### config.mk
export PLATFORM = sky130hd
export DESIGN_NAME = rx_ipv4_parser_flat
export DESIGN_NICKNAME = d
export VERILOG_FILES = /design/src/rtl/rx_ipv4_parser_if.sv /design/src/rtl/rx_ipv4_parser.sv /design/src/flat_wrapper.sv
export SDC_FILE = /design/constraint.sdc
export NUM_CORES = 1
export LEC_CHECK = 0
export BUFFER_PORTS_ARGS = -buffer_cell sky130_fd_sc_hd__buf_2
export CORE_UTILIZATION = 50
export CTS_BUF_LIST = sky130_fd_sc_hd__clkbuf_4 sky130_fd_sc_hd__clkbuf_8
export CTS_CLUSTER_DIAMETER = 60
export DETAILED_ROUTE_END_ITERATION = 10
export PLACE_DENSITY = 0.69
export SLEW_MARGIN = 10
export SYNTH_ARGS = -nofsm -noshare
export SYNTH_HDL_FRONTEND = slang
export SYNTH_SLANG_ARGS = --single-unit
### constraint.sdc
create_clock -name RX_CLK -period 6.05 [get_ports RX_CLK]
set_clock_uncertainty 0.15 [all_clocks]
set_input_delay 0.3025 -clock RX_CLK [delete_from_list [all_inputs] [get_ports RX_CLK]]
set_output_delay 0.3025 -clock RX_CLK [all_outputs]
set_load 0.01 [all_outputs]
### src/rtl/rx_ipv4_parser_if.sv
// Byte-stream bus between the MAC receive path and the IPv4 parser.
// slave: the parser side; master: the side feeding bytes and consuming results.
interface rx_ipv4_parser_if #(
    parameter int NPROTO = 3
);
    logic              rx_payload_ipv4;
    logic [7:0]        rx_payload;
    logic [7:0]        rx_data;
    logic [NPROTO-1:0] rx_data_valid;
    logic              rx_data_last;
    logic [31:0]       rx_src_ip;
    logic [15:0]       rx_payload_len;
    logic              rx_pkt_done;
    logic              rx_err;
    logic [2:0]        rx_err_code;

    modport slave (
        input  rx_payload_ipv4, rx_payload,
        output rx_data, rx_data_valid, rx_data_last, rx_src_ip,
               rx_payload_len, rx_pkt_done, rx_err, rx_err_code
    );

    modport master (
        output rx_payload_ipv4, rx_payload,
        input  rx_data, rx_data_valid, rx_data_last, rx_src_ip,
               rx_payload_len, rx_pkt_done, rx_err, rx_err_code
    );
endinterface

### src/rtl/rx_ipv4_parser.sv
// IPv4 receive parser: collects the header (with options), verifies the
// one's-complement checksum, destination, fragmentation and protocol, then
// forwards total_len-IHL*4 payload bytes on the lane of the matching protocol.
// Trailing padding is swallowed; a strobe drop mid-packet reports truncation.
module rx_ipv4_parser #(
    parameter int                  OCT          = 8,
    parameter int                  NPROTO       = 3,
    parameter logic [NPROTO*8-1:0] PROTO_LIST   = {8'h01, 8'h06, 8'h11},
    parameter bit                  ACCEPT_BCAST = 1'b1
) (
    input  logic                  RX_CLK,
    input  logic                  rst,
    input  logic [31:0]           ip_addr,
    rx_ipv4_parser_if.slave       bus
);
    typedef enum logic [2:0] {IDLE, HDR, OPT, DATA, DROP} state_t;

    state_t          state;
    logic [5:0]      hcnt;       // header byte index, up to 59
    logic [15:0]     csum;       // running one's-complement sum
    logic [OCT-1:0]  hi;         // high byte of the word being assembled
    logic [3:0]      ver, ihl;
    logic [15:0]     tot_len;
    logic [13:0]     frag;       // MF + fragment offset
    logic [7:0]      proto;
    logic [31:0]     src, dst, ip_q;
    logic            chk;        // first DATA cycle: header verdict is due
    logic [15:0]     cnt;        // payload bytes still to forward

    logic            stb;
    logic [7:0]      b;
    logic [16:0]     csum_sum;
    logic [15:0]     csum_nxt;
    logic [5:0]      hdr_last;
    logic [15:0]     hlen, plen;
    logic [NPROTO-1:0] proto_sel;
    logic            found;
    logic [2:0]      chk_code;

    assign stb      = bus.rx_payload_ipv4;
    assign b        = bus.rx_payload;
    assign csum_sum = {1'b0, csum} + {1'b0, hi, b};
    // A single fold cannot overflow again: max 16'hFFFE + 1.
    assign csum_nxt = csum_sum[15:0] + {15'd0, csum_sum[16]};
    assign hdr_last = {ihl, 2'b00} - 6'd1;
    assign hlen     = {10'd0, ihl, 2'b00};
    assign plen     = tot_len - hlen;

    // First-match protocol lookup keeps rx_data_valid one-hot even with duplicates.
    always_comb begin
        proto_sel = '0;
        found     = 1'b0;
        for (int i = 0; i < NPROTO; i++) begin
            if (!found && PROTO_LIST[8*i +: 8] == proto) begin
                proto_sel[i] = 1'b1;
                found        = 1'b1;
            end
        end
    end

    // Header verdict in priority order; 0 means accept.
    always_comb begin
        chk_code = 3'd0;
        if (ver != 4'd4 || ihl < 4'd5)
            chk_code = 3'd1;
        else if (tot_len < hlen)
            chk_code = 3'd7;
        else if (csum != 16'hFFFF)
            chk_code = 3'd2;
        else if (!(dst == ip_q || (ACCEPT_BCAST && dst == 32'hFFFF_FFFF)))
            chk_code = 3'd3;
        else if (frag[13] || frag[12:0] != 13'd0)
            chk_code = 3'd5;
        else if (proto_sel == '0)
            chk_code = 3'd4;
    end

    // Parser FSM with registered outputs.
    always_ff @(posedge RX_CLK) begin
        if (rst) begin
            state              <= IDLE;
            hcnt               <= '0;
            csum               <= '0;
            hi                 <= '0;
            ver                <= '0;
            ihl                <= '0;
            tot_len            <= '0;
            frag               <= '0;
            proto              <= '0;
            src                <= '0;
            dst                <= '0;
            ip_q               <= '0;
            chk                <= 1'b0;
            cnt                <= '0;
            bus.rx_data        <= '0;
            bus.rx_data_valid  <= '0;
            bus.rx_data_last   <= 1'b0;
            bus.rx_src_ip      <= '0;
            bus.rx_payload_len <= '0;
            bus.rx_pkt_done    <= 1'b0;
            bus.rx_err         <= 1'b0;
            bus.rx_err_code    <= '0;
        end else begin
            bus.rx_data_valid <= '0;
            bus.rx_data_last  <= 1'b0;
            bus.rx_pkt_done   <= 1'b0;
            bus.rx_err        <= 1'b0;
            case (state)
                IDLE: if (stb) begin
                    ver   <= b[7:4];
                    ihl   <= b[3:0];
                    hi    <= b;
                    csum  <= '0;
                    hcnt  <= 6'd1;
                    state <= HDR;
                end
                HDR, OPT: if (!stb) begin
                    bus.rx_err      <= 1'b1;
                    bus.rx_err_code <= 3'd6;
                    state           <= IDLE;
                end else begin
                    if (!hcnt[0]) hi <= b;
                    else          csum <= csum_nxt;
                    hcnt <= hcnt + 6'd1;
                    if (state == HDR) begin
                        case (hcnt)
                            6'd2, 6'd3:   tot_len    <= {tot_len[7:0], b};
                            6'd6:         frag[13:8] <= b[5:0];
                            6'd7:         frag[7:0]  <= b;
                            6'd9:         proto      <= b;
                            6'd12, 6'd13,
                            6'd14, 6'd15: src        <= {src[23:0], b};
                            6'd16, 6'd17,
                            6'd18, 6'd19: dst        <= {dst[23:0], b};
                            default: ;
                        endcase
                    end
                    // IHL<5 skips options and is judged right after byte 19.
                    if ((state == HDR && hcnt == 6'd19 && ihl <= 4'd5) ||
                        (state == OPT && hcnt == hdr_last)) begin
                        ip_q  <= ip_addr;
                        chk   <= 1'b1;
                        state <= DATA;
                    end else if (state == HDR && hcnt == 6'd19) begin
                        state <= OPT;
                    end
                end
                DATA: if (chk) begin
                    chk <= 1'b0;
                    if (chk_code != 3'd0) begin
                        bus.rx_err      <= 1'b1;
                        bus.rx_err_code <= chk_code;
                        state           <= stb ? DROP : IDLE;
                    end else begin
                        bus.rx_src_ip      <= src;
                        bus.rx_payload_len <= plen;
                        if (plen == 16'd0) begin
                            bus.rx_pkt_done <= 1'b1;
                            state           <= stb ? DROP : IDLE;
                        end else if (!stb) begin
                            bus.rx_err      <= 1'b1;
                            bus.rx_err_code <= 3'd6;
                            state           <= IDLE;
                        end else begin
                            bus.rx_data       <= b;
                            bus.rx_data_valid <= proto_sel;
                            cnt               <= plen - 16'd1;
                            if (plen == 16'd1) begin
                                bus.rx_data_last <= 1'b1;
                                bus.rx_pkt_done  <= 1'b1;
                                state            <= DROP;
                            end
                        end
                    end
                end else if (!stb) begin
                    bus.rx_err      <= 1'b1;
                    bus.rx_err_code <= 3'd6;
                    state           <= IDLE;
                end else begin
                    bus.rx_data       <= b;
                    bus.rx_data_valid <= proto_sel;
                    cnt               <= cnt - 16'd1;
                    if (cnt == 16'd1) begin
                        bus.rx_data_last <= 1'b1;
                        bus.rx_pkt_done  <= 1'b1;
                        state            <= DROP;
                    end
                end
                DROP: if (!stb) state <= IDLE;
                default: state <= IDLE;
            endcase
        end
    end
endmodule

### src/flat_wrapper.sv
// flat-port wrapper written by rule: the top's interface ports become plain ports
module rx_ipv4_parser_flat 
#(
    parameter int                  OCT          = 8,
    parameter int                  NPROTO       = 3,
    parameter logic [NPROTO*8-1:0] PROTO_LIST   = {8'h01, 8'h06, 8'h11},
    parameter bit                  ACCEPT_BCAST = 1'b1
)
  (RX_CLK, rst, ip_addr, bus_rx_payload_ipv4, bus_rx_payload, bus_rx_data, bus_rx_data_valid, bus_rx_data_last, bus_rx_src_ip, bus_rx_payload_len, bus_rx_pkt_done, bus_rx_err, bus_rx_err_code);
  rx_ipv4_parser_if #(.NPROTO(NPROTO)) bus_i ();
  input  logic RX_CLK;
  input  logic rst;
  input  logic [31:0] ip_addr;
  input wire logic [$bits(bus_i.rx_payload_ipv4)-1:0] bus_rx_payload_ipv4;
  input wire logic [$bits(bus_i.rx_payload)-1:0] bus_rx_payload;
  output wire logic [$bits(bus_i.rx_data)-1:0] bus_rx_data;
  output wire logic [$bits(bus_i.rx_data_valid)-1:0] bus_rx_data_valid;
  output wire logic [$bits(bus_i.rx_data_last)-1:0] bus_rx_data_last;
  output wire logic [$bits(bus_i.rx_src_ip)-1:0] bus_rx_src_ip;
  output wire logic [$bits(bus_i.rx_payload_len)-1:0] bus_rx_payload_len;
  output wire logic [$bits(bus_i.rx_pkt_done)-1:0] bus_rx_pkt_done;
  output wire logic [$bits(bus_i.rx_err)-1:0] bus_rx_err;
  output wire logic [$bits(bus_i.rx_err_code)-1:0] bus_rx_err_code;
  assign bus_i.rx_payload_ipv4 = bus_rx_payload_ipv4;
  assign bus_i.rx_payload = bus_rx_payload;
  assign bus_rx_data = bus_i.rx_data;
  assign bus_rx_data_valid = bus_i.rx_data_valid;
  assign bus_rx_data_last = bus_i.rx_data_last;
  assign bus_rx_src_ip = bus_i.rx_src_ip;
  assign bus_rx_payload_len = bus_i.rx_payload_len;
  assign bus_rx_pkt_done = bus_i.rx_pkt_done;
  assign bus_rx_err = bus_i.rx_err;
  assign bus_rx_err_code = bus_i.rx_err_code;
  rx_ipv4_parser #(.OCT(OCT), .NPROTO(NPROTO), .PROTO_LIST(PROTO_LIST), .ACCEPT_BCAST(ACCEPT_BCAST)) u_core (.RX_CLK(RX_CLK), .rst(rst), .ip_addr(ip_addr), .bus(bus_i));
endmodule
==> summary.txt, run 1 <==
Clock network
  • Sink Count: 257
  • Clock Tree Buf Depth: 3
  • CTS tree: yes
  • Cell chosen for the clock root: sky130_fd_sc_hd__clkbuf_8
  • Number of levels in the clock H-tree: 2
  • Count of buffers added by post-CTS timing repair for setup: 0
  • Number of buffers inserted during clock tree synthesis: 44
  • Clk Latency, worst-skew pair: approximately 0.57 ns
  • Hold-fix buffers at CTS: 40
  • Clock transition at the registers of the reported paths: 0.06 ns
  • Number of cells upsized or downsized after cts: 0

Floorplanning
  • Initial cell density of the core: 51.5%
  • Height of the die: 161 um
  • Die boundary width: between 150 and 200 um
  • Core area: ~25000 um2
  • Overall die area: roughly 26000 um2
  • Number of rows in the core area: between 50 and 60
  • Io pins: 108

STA
  • Count of endpoints failing setup in the final report: 0
  • Number of hold violations in the final report: 0
  • Min Tclk post-route: 4.29 ns
  • F_max: ~0.23 GHz
  • Slew headroom: 26.8%
  • Count of pins over their slew limit: 0
  • Setup Total Neg Slack: 0 ns
  • RSZ-0062 raised after global routing: false
  • Transition time at the pin with the least slew margin: between 1 and 1.5 ns
  • Final period util: between 70% and 80%

Global route
  • Pin count of the biggest net entering global routing: ~110
  • Total global routing overflow: 0
  • Number of global-route vias before repair: around 11k
  • Antenna violations before repair: 0
  • Global-route wire length before repair: between 50000 and 60000 um
  • Aggregate global-route resource usage: 25.4%

Logic synthesis
  • Count of different cell masters after synthesis: 86
  • Leading cell types by total area after synthesis: sky130_fd_sc_hd__dfxtp_1 41%, sky130_fd_sc_hd__nand2_1 12%, sky130_fd_sc_hd__a21oi_1 9.3%
  • Number of enable-type register cells in the synthesized netlist: 0
  • Most used standard cell by instance count after synthesis: sky130_fd_sc_hd__nand2_1
  • Fraction of synthesized cell area taken by the top area cell type: about two fifths
  • Total standard cell area after synthesis: roughly 13000 um2
  • Most instantiated cells after synthesis: 399 x sky130_fd_sc_hd__nand2_1, 257 x sky130_fd_sc_hd__dfxtp_1, 236 x sky130_fd_sc_hd__a21oi_1, 110 x sky130_fd_sc_hd__nor2_1, 78 x sky130_fd_sc_hd__clkbuf_1
  • Most common flop cell mapped by yosys: sky130_fd_sc_hd__dfxtp_1
  • Yosys warns: 0
  • Share of flip-flops with an asynchronous set or reset: 0%
  • Biggest area consumer among synthesized cells: sky130_fd_sc_hd__dfxtp_1
  • Flip-flop and latch count after synthesis: 257
  • Nets in the synthesized netlist: around 1.7k
  • Syn Area/Cell: between 7 and 8 um2
  • Fraction of the yosys area taken by sequential cells: 40.7%
  • Post-Syn Instances: approximately 1.6k

Detailed routing
  • Routed wirelength normalized by instance count: ~16 um
  • Via-per-instance ratio: between 5 and 6
  • Antenna-violating nets left: 0
  • Number of detailed-routing iterations run before antenna repair: 6
  • Overall via count from detail_route: about 12k
  • DRC Markers: 0
  • DR iter-0 viols: 892
  • Routed WL: roughly 33000 um

Worst setup path
  • Worst setup path startpoint: bus_rx_payload[0]
  • Type of destination of the critical path: flip-flop
  • Largest fanout on the critical path: 10
  • Class of the most critical setup path: input pin to flip-flop
  • Worst r2r src: u_core.tot_len[2]$_SDFFE_PP0P_
  • Endpoint of the worst-slack reg-to-reg timing path: u_core.cnt[2]$_SDFFE_PP0P_
  • CP required: between 6 and 7 ns
  • CP Launch Type: input pin
  • Signal arrival time at the worst endpoint: roughly 4.6 ns
  • Flop-to-flop setup slack: 1.90 ns
  • Depth of the most critical reg-to-reg path: 11

Layout
  • Filler instances: 2303
  • Final-stage net count: approximately 1.8k
  • Multi-input logic area: approximately 7000 um2
  • Relative area change from synthesis to final layout: 15.9%
  • Sequential cell area: 5140 um2
  • Number of antenna repair diodes: 0
  • Share of final-layout standard cells stronger than drive strength 1: between 10% and 20%

Placement
  • Post-DP HPWL: ~22000 um
  • Last weighted congestion value of the routability-driven placer: 0.891
  • Port Buffers: 107

Hold path
  • Worst min-delay path endpoint: u_core.bus.rx_err_code[1]$_SDFFE_PP0P_
  • Path type of the worst min-delay path: input pin to flip-flop
  • Worst Hold Path Cells: 4
  • Hold wc startpoint: bus_rx_payload_ipv4

Power and ir drop
  • Ratio of total power to cell area: between 200 and 300 nW/um2
  • IR drop worst, VDD: roughly 160 uV
  • Total power of the final layout: 3.73 mW
  • Leakage: between 5 and 6 nW

Job
  • Reported max-cap violation count: 0

Outcome
  • Run status: completed
-- layout by cell type (no fill, tap or decap), types with 6 or more instances in the layout --
cell                            netlist  routed
sky130_fd_sc_hd__nand2_1            399     399
sky130_fd_sc_hd__dfxtp_1            257     257
sky130_fd_sc_hd__a21oi_1            236     236
sky130_fd_sc_hd__nor2_1             110     109
sky130_fd_sc_hd__buf_2               10     106
sky130_fd_sc_hd__clkbuf_8             0      52
sky130_fd_sc_hd__nand3_1             50      50
sky130_fd_sc_hd__xor2_1              46      46
sky130_fd_sc_hd__dlygate4sd3_1        0      40
sky130_fd_sc_hd__nor3_1              36      34
sky130_fd_sc_hd__xnor2_1             32      32
sky130_fd_sc_hd__ha_1                32      32
sky130_fd_sc_hd__o21ai_0             28      28
sky130_fd_sc_hd__mux2i_1             28      28
sky130_fd_sc_hd__inv_1               26      26
sky130_fd_sc_hd__nor4_1              26      25
sky130_fd_sc_hd__nand4_1             23      23
sky130_fd_sc_hd__clkbuf_4             0      15
sky130_fd_sc_hd__buf_4                3      15
sky130_fd_sc_hd__and3_1              13      13
sky130_fd_sc_hd__nand2b_1            12      12
sky130_fd_sc_hd__o21a_1              10      10
sky130_fd_sc_hd__or3_1               10      10
sky130_fd_sc_hd__a211oi_1             9       9
sky130_fd_sc_hd__nand3b_1             9       9
sky130_fd_sc_hd__nor3b_1              7       7
sky130_fd_sc_hd__a21o_1               6       6
sky130_fd_sc_hd__o211ai_1             6       6
sky130_fd_sc_hd__and2_1               6       6
-- final cells by class --
type / count / share of cell area (%)
Multi-Input combinational cell: 1243 / 47.8
Sequential cell: 257 / 35.1
Timing Repair Buffer: 162 / 7.20
Clock buffer: 67 / 5.66
Tap cell: 324 / 2.77
Clock inverter: 7 / 0.752
Inverter: 27 / 0.692
-- metrics by stage --
stage                     utilization (%)  setup slack, ns  instances  cell area [um2]  hold WS (ns)
after floorplan                         -             2.39       1627            12600         0.275
after global placement               54.2             2.00       1973            13300         0.288
after detailed placement             54.2             1.79       1973            13300         0.290
after CTS                            59.7             1.86       2087            14600        0.0464
after global routing                 59.7             1.32       2087            14600        0.0976
final                                59.7             1.76       2087            14600        0.0769
-- power by group --
part           total (mW)  switching [mW]  internal, mW  leakage [nW]
clock                1.67           0.704         0.963         0.497
combinational       0.348           0.217         0.131          3.13
sequential           1.72          0.0136          1.71          2.07
total                3.73           0.934          2.80          5.70
-- worst max path at each step --
stage	end	slack (ns)	cells after the start
after floorplan	u_core.csum[14]$_SDFFE_PP0P_	2.39	18
after global placement	u_core.csum[15]$_SDFFE_PP0P_	2.00	18
after detailed placement	u_core.csum[15]$_SDFFE_PP0P_	1.79	18
after CTS	u_core.csum[15]$_SDFFE_PP0P_	1.86	19
after global routing	u_core.csum[14]$_SDFFE_PP0P_	1.32	20
final	u_core.csum[14]$_SDFFE_PP0P_	1.76	20
-- state kept, by name, summed over array words and instances, names as in the netlist, 4 cells and up --
register,cells
u_core.bus.rx_data,8
u_core.bus.rx_payload_len,16
u_core.bus.rx_src_ip,32
u_core.cnt,16
u_core.csum,16
u_core.dst,32
u_core.frag,14
u_core.hcnt,6
u_core.hi,8
u_core.ihl,4
u_core.ip_q,32
u_core.proto,8
u_core.src,32
u_core.tot_len,16
u_core.ver,4
-- layer usage --
layer / wire, um / track usage [%] / vias up / share of wire [%]
li1: - / - / 5838 / -
met1: 15200 / 34.0 / 5402 / 46
met2: 15400 / 41.7 / 331 / 46
met3: 1780 / 4.06 / 69 / 5.4
met4: 789 / 8.40 / 0 / 2.4
met5: 0 / 0 / - / 0
-- cell families after synthesis --
kind of cell             count (synthesis)  synth area share (%)
AND/OR/NAND/NOR                        737                  26.4
AO/OA/AOI/OAI                          364                  17.4
XOR/XNOR                                79                  5.62
buffers and inverters                  127                  4.08
flip-flops                             257                  40.7
adder cells (fa/ha/maj)                 34                  3.48
multiplexers                            29                  2.31
-- critical path, cell delays in order --
cell and delay, ns:
sky130_fd_sc_hd__dlygate4sd3_1 0.52, sky130_fd_sc_hd__buf_2 0.27, sky130_fd_sc_hd__ha_1 0.24, sky130_fd_sc_hd__inv_1 0.08, sky130_fd_sc_hd__fa_1 0.47, sky130_fd_sc_hd__nand2b_1 0.21, sky130_fd_sc_hd__a21o_1 0.22, sky130_fd_sc_hd__a211o_1 0.33
sky130_fd_sc_hd__a21boi_0 0.28, sky130_fd_sc_hd__o21ai_0 0.12, sky130_fd_sc_hd__nand2_1 0.08, sky130_fd_sc_hd__a21oi_1 0.06, sky130_fd_sc_hd__o21bai_1 0.16, sky130_fd_sc_hd__ha_1 0.21, sky130_fd_sc_hd__ha_1 0.19, sky130_fd_sc_hd__and2_1 0.14
sky130_fd_sc_hd__nand2_1 0.10, sky130_fd_sc_hd__nor3_1 0.27, sky130_fd_sc_hd__a211oi_1 0.11, sky130_fd_sc_hd__nor4_1 0.26
No activity file was read; power rests on OpenSTA's default activity.
==> run 2: changes to the inputs <==
--- a/config.mk
+++ b/config.mk
@@ -10,7 +10,7 @@
 export CTS_BUF_LIST = sky130_fd_sc_hd__clkbuf_4 sky130_fd_sc_hd__clkbuf_8
 export CTS_CLUSTER_DIAMETER = 60
 export DETAILED_ROUTE_END_ITERATION = 10
-export PLACE_DENSITY = 0.69
+export PLACE_DENSITY = 0.71
 export SLEW_MARGIN = 10
 export SYNTH_ARGS = -nofsm -noshare
 export SYNTH_HDL_FRONTEND = slang
==> constraint.sdc (replaced) <==
create_clock -name RX_CLK -period 3.5 [get_ports RX_CLK]
set_clock_uncertainty 0.15 [all_clocks]
set_input_delay 0.175 -clock RX_CLK [delete_from_list [all_inputs] [get_ports RX_CLK]]
set_output_delay 0.175 -clock RX_CLK [all_outputs]
set_load 0.01 [all_outputs]
==> run 2 against run 1 <==
Register-to-register slack worse by 2.1 ns. The run now ends with setup timing left. Sequential cell count stayed put. Via count is 2.5% higher. First-iteration DRC count is 9.0% lower. Clock power is 62% higher. Global-route usage is 0.24 points higher. Sequential power is 73% higher. Sequential share of layout area is 1.6 points lower. Combinational power is 88% higher.
==> summary.txt, run 2 (synthesized netlist as in run 1, its figures left out) <==
Layout
  • Share of final-layout standard cells stronger than drive strength 1: 17.9% (was 13.1%)
  • Final core utilization: 62.5% (was 59.7%)
  • Summed area of non-filler cells in the final layout: 15300 um2 (was 14600 um2)
  • Final-stage net count: 1881 (was 1812)
  • Number of antenna repair diodes: 0 (unchanged)
  • Most common cell after layout, fill and taps aside: sky130_fd_sc_hd__nand2_1 (unchanged)
  • Multi-input logic area: 7160 um2 (was 7000 um2)
  • Relative area change from synthesis to final layout: 21.3% (was 15.9%)
  • Filler instances: 2270 (was 2303)
  • Sequential cell area: 5150 um2 (was 5140 um2)
  • Commonest cells after routing, fill and taps aside: 396 x sky130_fd_sc_hd__nand2_1, 256 x sky130_fd_sc_hd__dfxtp_1, 229 x sky130_fd_sc_hd__a21oi_1 (was 399 x sky130_fd_sc_hd__nand2_1, 257 x sky130_fd_sc_hd__dfxtp_1, 236 x sky130_fd_sc_hd__a21oi_1)

STA
  • Final period util: 105%
  • Min setup slack post-route: -0.165 ns (was 1.76 ns)
  • Number of hold violations in the final report: 0 (unchanged)
  • Count of endpoints failing setup in the final report: 4 (was 0)
  • Transition time at the pin with the least slew margin: 0.838 ns (was 1.09 ns)
  • Slew headroom: 43.8% (was 26.8%)
  • Count of pins over their slew limit: 0 (unchanged)
  • Min Tclk post-route: approximately 3.7 ns
  • Setup Total Neg Slack: -0.276 ns (was 0 ns)
  • F_max: 0.273 GHz
  • RSZ-0062 raised after global routing: true (was false)

Floorplanning
  • Initial cell density of the core: 51.5% (unchanged)
  • Die boundary width: 161 um (unchanged)
  • Number of rows in the core area: 57 (unchanged)
  • Io pins: 108 (unchanged)
  • Overall die area: 25900 um2 (unchanged)
  • Core area: 24500 um2 (unchanged)
  • Height of the die: 161 um (unchanged)

Detailed routing
  • Overall via count from detail_route: 11.9k (was 11.6k)
  • DR iter-0 viols: 812 (was 892)
  • Via-per-instance ratio: 5.54 (was 5.58)
  • Routed WL: 34100 um (was 33200 um)
  • Antenna-violating nets left: 0 (unchanged)
  • DRC Markers: 0 (unchanged)
  • Number of detailed-routing iterations run before antenna repair: 5 (was 6)
  • Routed wirelength normalized by instance count: 15.8 um (was 15.9 um)

Power and ir drop
  • IR drop worst, VDD: 293 uV (was 164 uV)
  • Total power of the final layout: 6.33 mW (was 3.73 mW)
  • Part of the power in the clock network: 42.7% (was 44.6%)
  • Net switching power figure: 1.63 mW (was 0.934 mW)
  • Ratio of total power to cell area: 412 nW/um2 (was 255 nW/um2)
  • Net switching share of the total power: 25.8% (was 25.0%)
  • Power share of the combinational group: 10.4% (was 9.3%)
  • Leakage: 6.08 nW (was 5.70 nW)
  • Part of the power in registers: 47.0% (was 46.0%)
  • P_int: 4.69 mW (was 2.80 mW)

Placement
  • Instance area at placement: 13700 um2 (was 13300 um2)
  • Last weighted congestion value of the routability-driven placer: 0.928 (was 0.891)
  • Port Buffers: 107 (unchanged)
  • Post-DP HPWL: 22700 um (was 22300 um)

Clock network
  • Cell chosen for the clock root: sky130_fd_sc_hd__clkbuf_8 (unchanged)
  • Clock Tree Buf Depth: 3 (unchanged)
  • CTS tree: yes (unchanged)
  • Number of levels in the clock H-tree: 2 (unchanged)
  • Clock transition at the registers of the reported paths: 0.07 ns (was 0.06 ns)
  • Number of buffers inserted during clock tree synthesis: 43 (was 44)
  • Clk Latency, worst-skew pair: 0.57 ns (about the same)
  • Sink Count: 257 (unchanged)

Global route
  • Antenna violations before repair: 0 (unchanged)
  • Total global routing overflow: 0 (unchanged)
  • Number of global-route vias before repair: 11.0k (was 10.9k)
  • Pin count of the biggest net entering global routing: 117 (was 108)
  • Global-route wire length before repair: 54800 um (was 54400 um)
  • Aggregate global-route resource usage: 25.6% (was 25.4%)

Outcome
  • Run status: finished, violations left (was completed)
  • Violations in the final reports: setup timing

Worst setup path
  • CP required: 3.85 ns (was 6.38 ns)
  • Signal arrival time at the worst endpoint: 4.02 ns (was 4.61 ns)
  • Largest fanout on the critical path: 3 (was 10)
  • Class of the most critical setup path: flip-flop to flip-flop (was input pin to flip-flop)
  • CP Launch Type: flip-flop (was input pin)
  • Type of destination of the critical path: flip-flop (unchanged)

Job
  • Reported max-cap violation count: 0 (unchanged)

Hold path
  • Path type of the worst min-delay path: input pin to flip-flop (unchanged)
==> run 2: path summary, 6_finish.rpt <==
path | from | endpoint | slack [ns] | depth (start not counted)
min reg2reg | u_core.bus.rx_src_ip[26]$_SDFFE_PP0P_ | u_core.bus.rx_src_ip[26]$_SDFFE_PP0P_ | 0.30 | 2
max | u_core.csum[0]$_SDFFE_PP0P_ | u_core.csum[15]$_SDFFE_PP0P_ | -0.16 | 18
min | ip_addr[13] | u_core.ip_q[13]$_SDFFE_PP0P_ | 0.25 | 4
max reg2reg | u_core.csum[0]$_SDFFE_PP0P_ | u_core.csum[15]$_SDFFE_PP0P_ | -0.16 | 18
==> run 2: stage by stage <==
stage,cells,hold WS (ns),setup WS [ns]
5_1_grt,2155,0.244,-0.277
2_1_floorplan,1627,0.165,-0.000264
3_5_place_dp,2020,0.274,-0.139
6_report,2155,0.247,-0.165
3_3_place_gp,2020,0.271,-0.00717
4_1_cts,2147,0.232,0.00608
==> run 2: power groups by stage <==
stage	Combinational (mW)	Sequential [mW]	Clock, mW
after detailed placement	0.585	3.03	0
after global placement	0.582	3.03	0
after global routing	0.713	2.97	2.90
final	0.655	2.97	2.70
after floorplan	0.413	3.02	0
after CTS	0.630	2.97	2.74
==> run 2: cell type report <==
cell class              instances  area share [%]
clock inverters                12           0.726
flip-flops and latches        257            33.6
multi-input cells            1243            46.7
inverters                      27           0.661
well taps                     324            2.64
clock buffers                  60            4.94
repair buffers                232            10.8
==> run 2: worst max-delay path, cell delays in order, from the launching register on <==
cell and delay, ns:
sky130_fd_sc_hd__dfxtp_2 0.36, sky130_fd_sc_hd__ha_4 0.15, sky130_fd_sc_hd__inv_2 0.03, sky130_fd_sc_hd__fa_2 0.33, sky130_fd_sc_hd__nand2b_4 0.15, sky130_fd_sc_hd__a21o_1 0.18
sky130_fd_sc_hd__a211o_1 0.33, sky130_fd_sc_hd__a21boi_2 0.17, sky130_fd_sc_hd__o21ai_1 0.10, sky130_fd_sc_hd__nand2_1 0.08, sky130_fd_sc_hd__a21oi_2 0.05, sky130_fd_sc_hd__o21bai_1 0.16
sky130_fd_sc_hd__ha_2 0.21, sky130_fd_sc_hd__buf_6 0.10, sky130_fd_sc_hd__and4_1 0.18, sky130_fd_sc_hd__nand3b_1 0.12, sky130_fd_sc_hd__nor4_2 0.31, sky130_fd_sc_hd__mux2_2 0.37
sky130_fd_sc_hd__nand2_1 0.05
==> run 2: what timing repair did <==
item,CTS,global route
gates resized for setup,10,36
endpoints found under the setup margin,7,40
buffers inserted,9,9
pin swaps,5,30
hold buffers,46,0
hold endpoints to repair,128,0
==> run 2: per-layer routing <==
metal	part of all wire (%)	wire, um	track usage, %
met3	5.1	1750	4.42
met4	2.4	828	8.45
met2	47	16000	41.8
met5	0	0	0
met1	46	15500	34.4
==> run 3: changes to the inputs <==
--- a/config.mk
+++ b/config.mk
@@ -10,7 +10,9 @@
 export CTS_BUF_LIST = sky130_fd_sc_hd__clkbuf_4 sky130_fd_sc_hd__clkbuf_8
 export CTS_CLUSTER_DIAMETER = 60
 export DETAILED_ROUTE_END_ITERATION = 10
-export PLACE_DENSITY = 0.71
+export GPL_ROUTABILITY_DRIVEN = 0
+export HOLD_SLACK_MARGIN = 0.1
+export PLACE_DENSITY = 0.69
 export SLEW_MARGIN = 10
 export SYNTH_ARGS = -nofsm -noshare
 export SYNTH_HDL_FRONTEND = slang
==> constraint.sdc (replaced) <==
create_clock -name RX_CLK -period 3.94 [get_ports RX_CLK]
set_clock_uncertainty 0.15 [all_clocks]
set_input_delay 0.197 -clock RX_CLK [delete_from_list [all_inputs] [get_ports RX_CLK]]
set_output_delay 0.197 -clock RX_CLK [all_outputs]
set_load 0.01 [all_outputs]
==> run 3 against run 2 <==
The flow now finishes without violations. Routed wire length is 1.4% lower. Design area down 2.5%. Setup slack improved by 0.33 ns. Hold slack improved by 0.031 ns. Via count down 0.89%. Utilization is 1.6 points lower. Critical path depth is the same. Largest power group is now clock. Critical path type unchanged. First-iteration DRC count rose by 8.9%. Highest routed layer unchanged. Sequential power shrank 11%. Sequential cell count stayed put.
==> summary.txt, run 3 (synthesized netlist as in run 1, its figures left out) <==
Outcome
  • Run status: completed (was finished, violations left)

Job
  • Reported max-cap violation count: 0 (unchanged)

STA
  • Number of hold violations in the final report: 0 (unchanged)
  • Count of pins over their slew limit: 0 (unchanged)
  • F_max: 0.265 GHz (was 0.273 GHz)
  • Slew headroom: 34.5% (was 43.8%)
  • Transition time at the pin with the least slew margin: 0.982 ns (was 0.838 ns)
  • Count of endpoints failing setup in the final report: 0 (was 4)
  • Final period util: 95.7% (was 105%)
  • Min Tclk post-route: 3.77 ns (was 3.66 ns)
  • Final worst hold slack: 0.278 ns (was 0.247 ns)

Worst setup path
  • CP Launch Type: flip-flop (unchanged)
  • Largest fanout on the critical path: 4 (was 3)
  • Worst setup path startpoint: u_core.csum[0]$_SDFFE_PP0P_ (unchanged)
  • Flop-to-flop setup slack: 0.17 ns (was -0.16 ns)
  • Endpoint of the worst-slack reg-to-reg timing path: u_core.csum[14]$_SDFFE_PP0P_ (was u_core.csum[15]$_SDFFE_PP0P_)
  • Signal arrival time at the worst endpoint: 4.08 ns (was 4.02 ns)
  • Class of the most critical setup path: flip-flop to flip-flop (unchanged)
  • Critical path capture point: u_core.csum[14]$_SDFFE_PP0P_ (was u_core.csum[15]$_SDFFE_PP0P_)
  • Depth of the most critical reg-to-reg path: 18 (unchanged)
  • CP required: 4.25 ns (was 3.85 ns)
  • Worst r2r src: u_core.csum[0]$_SDFFE_PP0P_ (unchanged)
  • Type of destination of the critical path: flip-flop (unchanged)

Detailed routing
  • Uppermost routed layer: met4 (unchanged)
  • Antenna-violating nets left: 0 (unchanged)
  • Sum of routed wire segments on met1: 15300 um (was 15500 um)
  • Routed WL: 33600 um (was 34100 um)
  • Number of detailed-routing iterations run before antenna repair: 5 (unchanged)
  • Overall via count from detail_route: 11.8k (was 11.9k)
  • Met2 Routed Length: 15800 um (was 16000 um)
  • Met3 wire length: 1770 um (was 1750 um)
  • DR iter-0 viols: 884 (was 812)
  • Via-per-instance ratio: 5.59 (was 5.54)
  • DRC Markers: 0 (unchanged)
  • Routed wirelength normalized by instance count: 15.9 um (was 15.8 um)

Placement
  • Post-DP HPWL: 22500 um (was 22700 um)
  • Port Buffers: 107 (unchanged)
  • Instance area at placement: 13500 um2 (was 13700 um2)

Power and ir drop
  • Leakage: 5.85 nW (was 6.08 nW)
  • IR drop worst, VDD: 244 uV (was 293 uV)
  • Ratio of total power to cell area: 397 nW/um2 (was 412 nW/um2)
  • Total power of the final layout: 5.93 mW (was 6.33 mW)

Clock network
  • Clk Latency, worst-skew pair: 0.56 ns (was 0.57 ns)
  • Sink Count: 257 (unchanged)
  • Number of buffers inserted during clock tree synthesis: 45 (was 43)
  • Number of levels in the clock H-tree: 2 (unchanged)
  • Clock transition at the registers of the reported paths: 0.07 ns (about the same)
  • Cell chosen for the clock root: sky130_fd_sc_hd__clkbuf_8 (unchanged)
  • Clock Tree Buf Depth: 3 (unchanged)
  • CTS tree: yes (unchanged)

Global route
  • Aggregate global-route resource usage: 25.4% (was 25.6%)
  • Total global routing overflow: 0 (unchanged)
  • Pin count of the biggest net entering global routing: 130 (was 117)
  • Antenna violations before repair: 0 (unchanged)
  • Global-route wire length before repair: 54600 um (was 54800 um)
  • Number of global-route vias before repair: 11.1k (was 11.0k)

Floorplanning
  • Initial cell density of the core: 51.5% (unchanged)
  • Die boundary width: 161 um (unchanged)
  • Io pins: 108 (unchanged)
  • Overall die area: 25900 um2 (unchanged)
  • Number of rows in the core area: 57 (unchanged)
  • Core area: 24500 um2 (unchanged)
  • Height of the die: 161 um (unchanged)

Layout
  • Final-stage net count: 1835 (was 1881)
  • Share of final-layout standard cells stronger than drive strength 1: 14.9% (was 17.9%)
  • Filler instances: 2260 (was 2270)
  • Number of antenna repair diodes: 0 (unchanged)
  • Most common cell after layout, fill and taps aside: sky130_fd_sc_hd__nand2_1 (unchanged)
  • Summed area of non-filler cells in the final layout: 15000 um2 (was 15300 um2)
  • Commonest cells after routing, fill and taps aside: 398 x sky130_fd_sc_hd__nand2_1, 257 x sky130_fd_sc_hd__dfxtp_1, 236 x sky130_fd_sc_hd__a21oi_1 (was 396 x sky130_fd_sc_hd__nand2_1, 256 x sky130_fd_sc_hd__dfxtp_1, 229 x sky130_fd_sc_hd__a21oi_1)
  • Relative area change from synthesis to final layout: 18.3% (was 21.3%)

Hold path
  • Path type of the worst min-delay path: input pin to flip-flop (unchanged)
run 3: layout make-up:
type / count / area, um2 / area share (%)
timing repair buffer: 184 / 1240 / 8.28
clock inverter: 10 / 150 / 1.00
inverter: 27 / 101 / 0.678
sequential: 257 / 5140 / 34.4
multi-input combinational: 1243 / 7040 / 47.1
tap: 324 / 405 / 2.71
clock buffer: 70 / 876 / 5.86
run 3: how the worst min path moves through the flow:
| stage | start | end | slack (ns) | cells past startpoint |
|---|---|---|---|---|
| 3_3_place_gp | u_core.ver[2]$_SDFFE_PP0P_ | u_core.ver[2]$_SDFFE_PP0P_ | 0.29 | 2 |
| 2_1_floorplan | ip_addr[0] | u_core.ip_q[0]$_SDFFE_PP0P_ | 0.19 | 2 |
| 5_1_grt | ip_addr[13] | u_core.ip_q[13]$_SDFFE_PP0P_ | 0.28 | 4 |
| 3_5_place_dp | u_core.bus.rx_src_ip[3]$_SDFFE_PP0P_ | u_core.bus.rx_src_ip[3]$_SDFFE_PP0P_ | 0.29 | 2 |
| 4_1_cts | ip_addr[3] | u_core.ip_q[3]$_SDFFE_PP0P_ | 0.26 | 4 |
| 6_report | ip_addr[12] | u_core.ip_q[12]$_SDFFE_PP0P_ | 0.28 | 4 |
run 3: where the power goes:
part | total [mW] | internal [mW] | switching [mW]
Sequential | 2.64 | 2.62 | 0.0207
Combinational | 0.549 | 0.214 | 0.335
Clock | 2.74 | 1.62 | 1.12
run 3: metal layers:
metal	GRT usage [%]	vias to the layer above
met5	0	-
met2	41.7	332
met4	7.16	0
met3	3.60	59
met1	34.8	5549
li1	-	5887
run 3: what timing repair did:
item | CTS | global route
endpoints found under the hold margin | 127 | 0
hold buffers | 42 | 0
setup endpoints to repair | 1 | 6
gates resized for setup | 1 | 10
setup buffers | 0 | 1
pin swaps | 0 | 4
run 3: through the flow:
stage / setup WS (ns) / TNS [ns] / cells / util [%]
final: 0.168 / 0 / 2115 / 60.9
after global routing: -0.00479 / -0.00479 / 2115 / 60.9
after CTS: 0.0663 / 0 / 2114 / 60.8
after detailed placement: 0.00887 / 0 / 1992 / 54.9
after global placement: 0.169 / 0 / 1992 / 54.9
after floorplan: 0.387 / 0 / 1627 / -
run 3: worst max-delay path, stage by stage (launching register included):
cell and delay [ns]:
sky130_fd_sc_hd__dfxtp_1 0.37, sky130_fd_sc_hd__ha_2 0.20, sky130_fd_sc_hd__inv_1 0.06, sky130_fd_sc_hd__fa_2 0.38, sky130_fd_sc_hd__nand2b_1 0.19, sky130_fd_sc_hd__a21o_1 0.19, sky130_fd_sc_hd__a211o_1 0.36, sky130_fd_sc_hd__a21boi_2 0.16
sky130_fd_sc_hd__o21ai_0 0.09, sky130_fd_sc_hd__nand2_1 0.09, sky130_fd_sc_hd__a21oi_1 0.06, sky130_fd_sc_hd__o21bai_1 0.17, sky130_fd_sc_hd__ha_2 0.21, sky130_fd_sc_hd__ha_2 0.19, sky130_fd_sc_hd__and2_4 0.15, sky130_fd_sc_hd__nand2_2 0.08
sky130_fd_sc_hd__nor3_2 0.20, sky130_fd_sc_hd__a211oi_1 0.10, sky130_fd_sc_hd__nor4_1 0.27
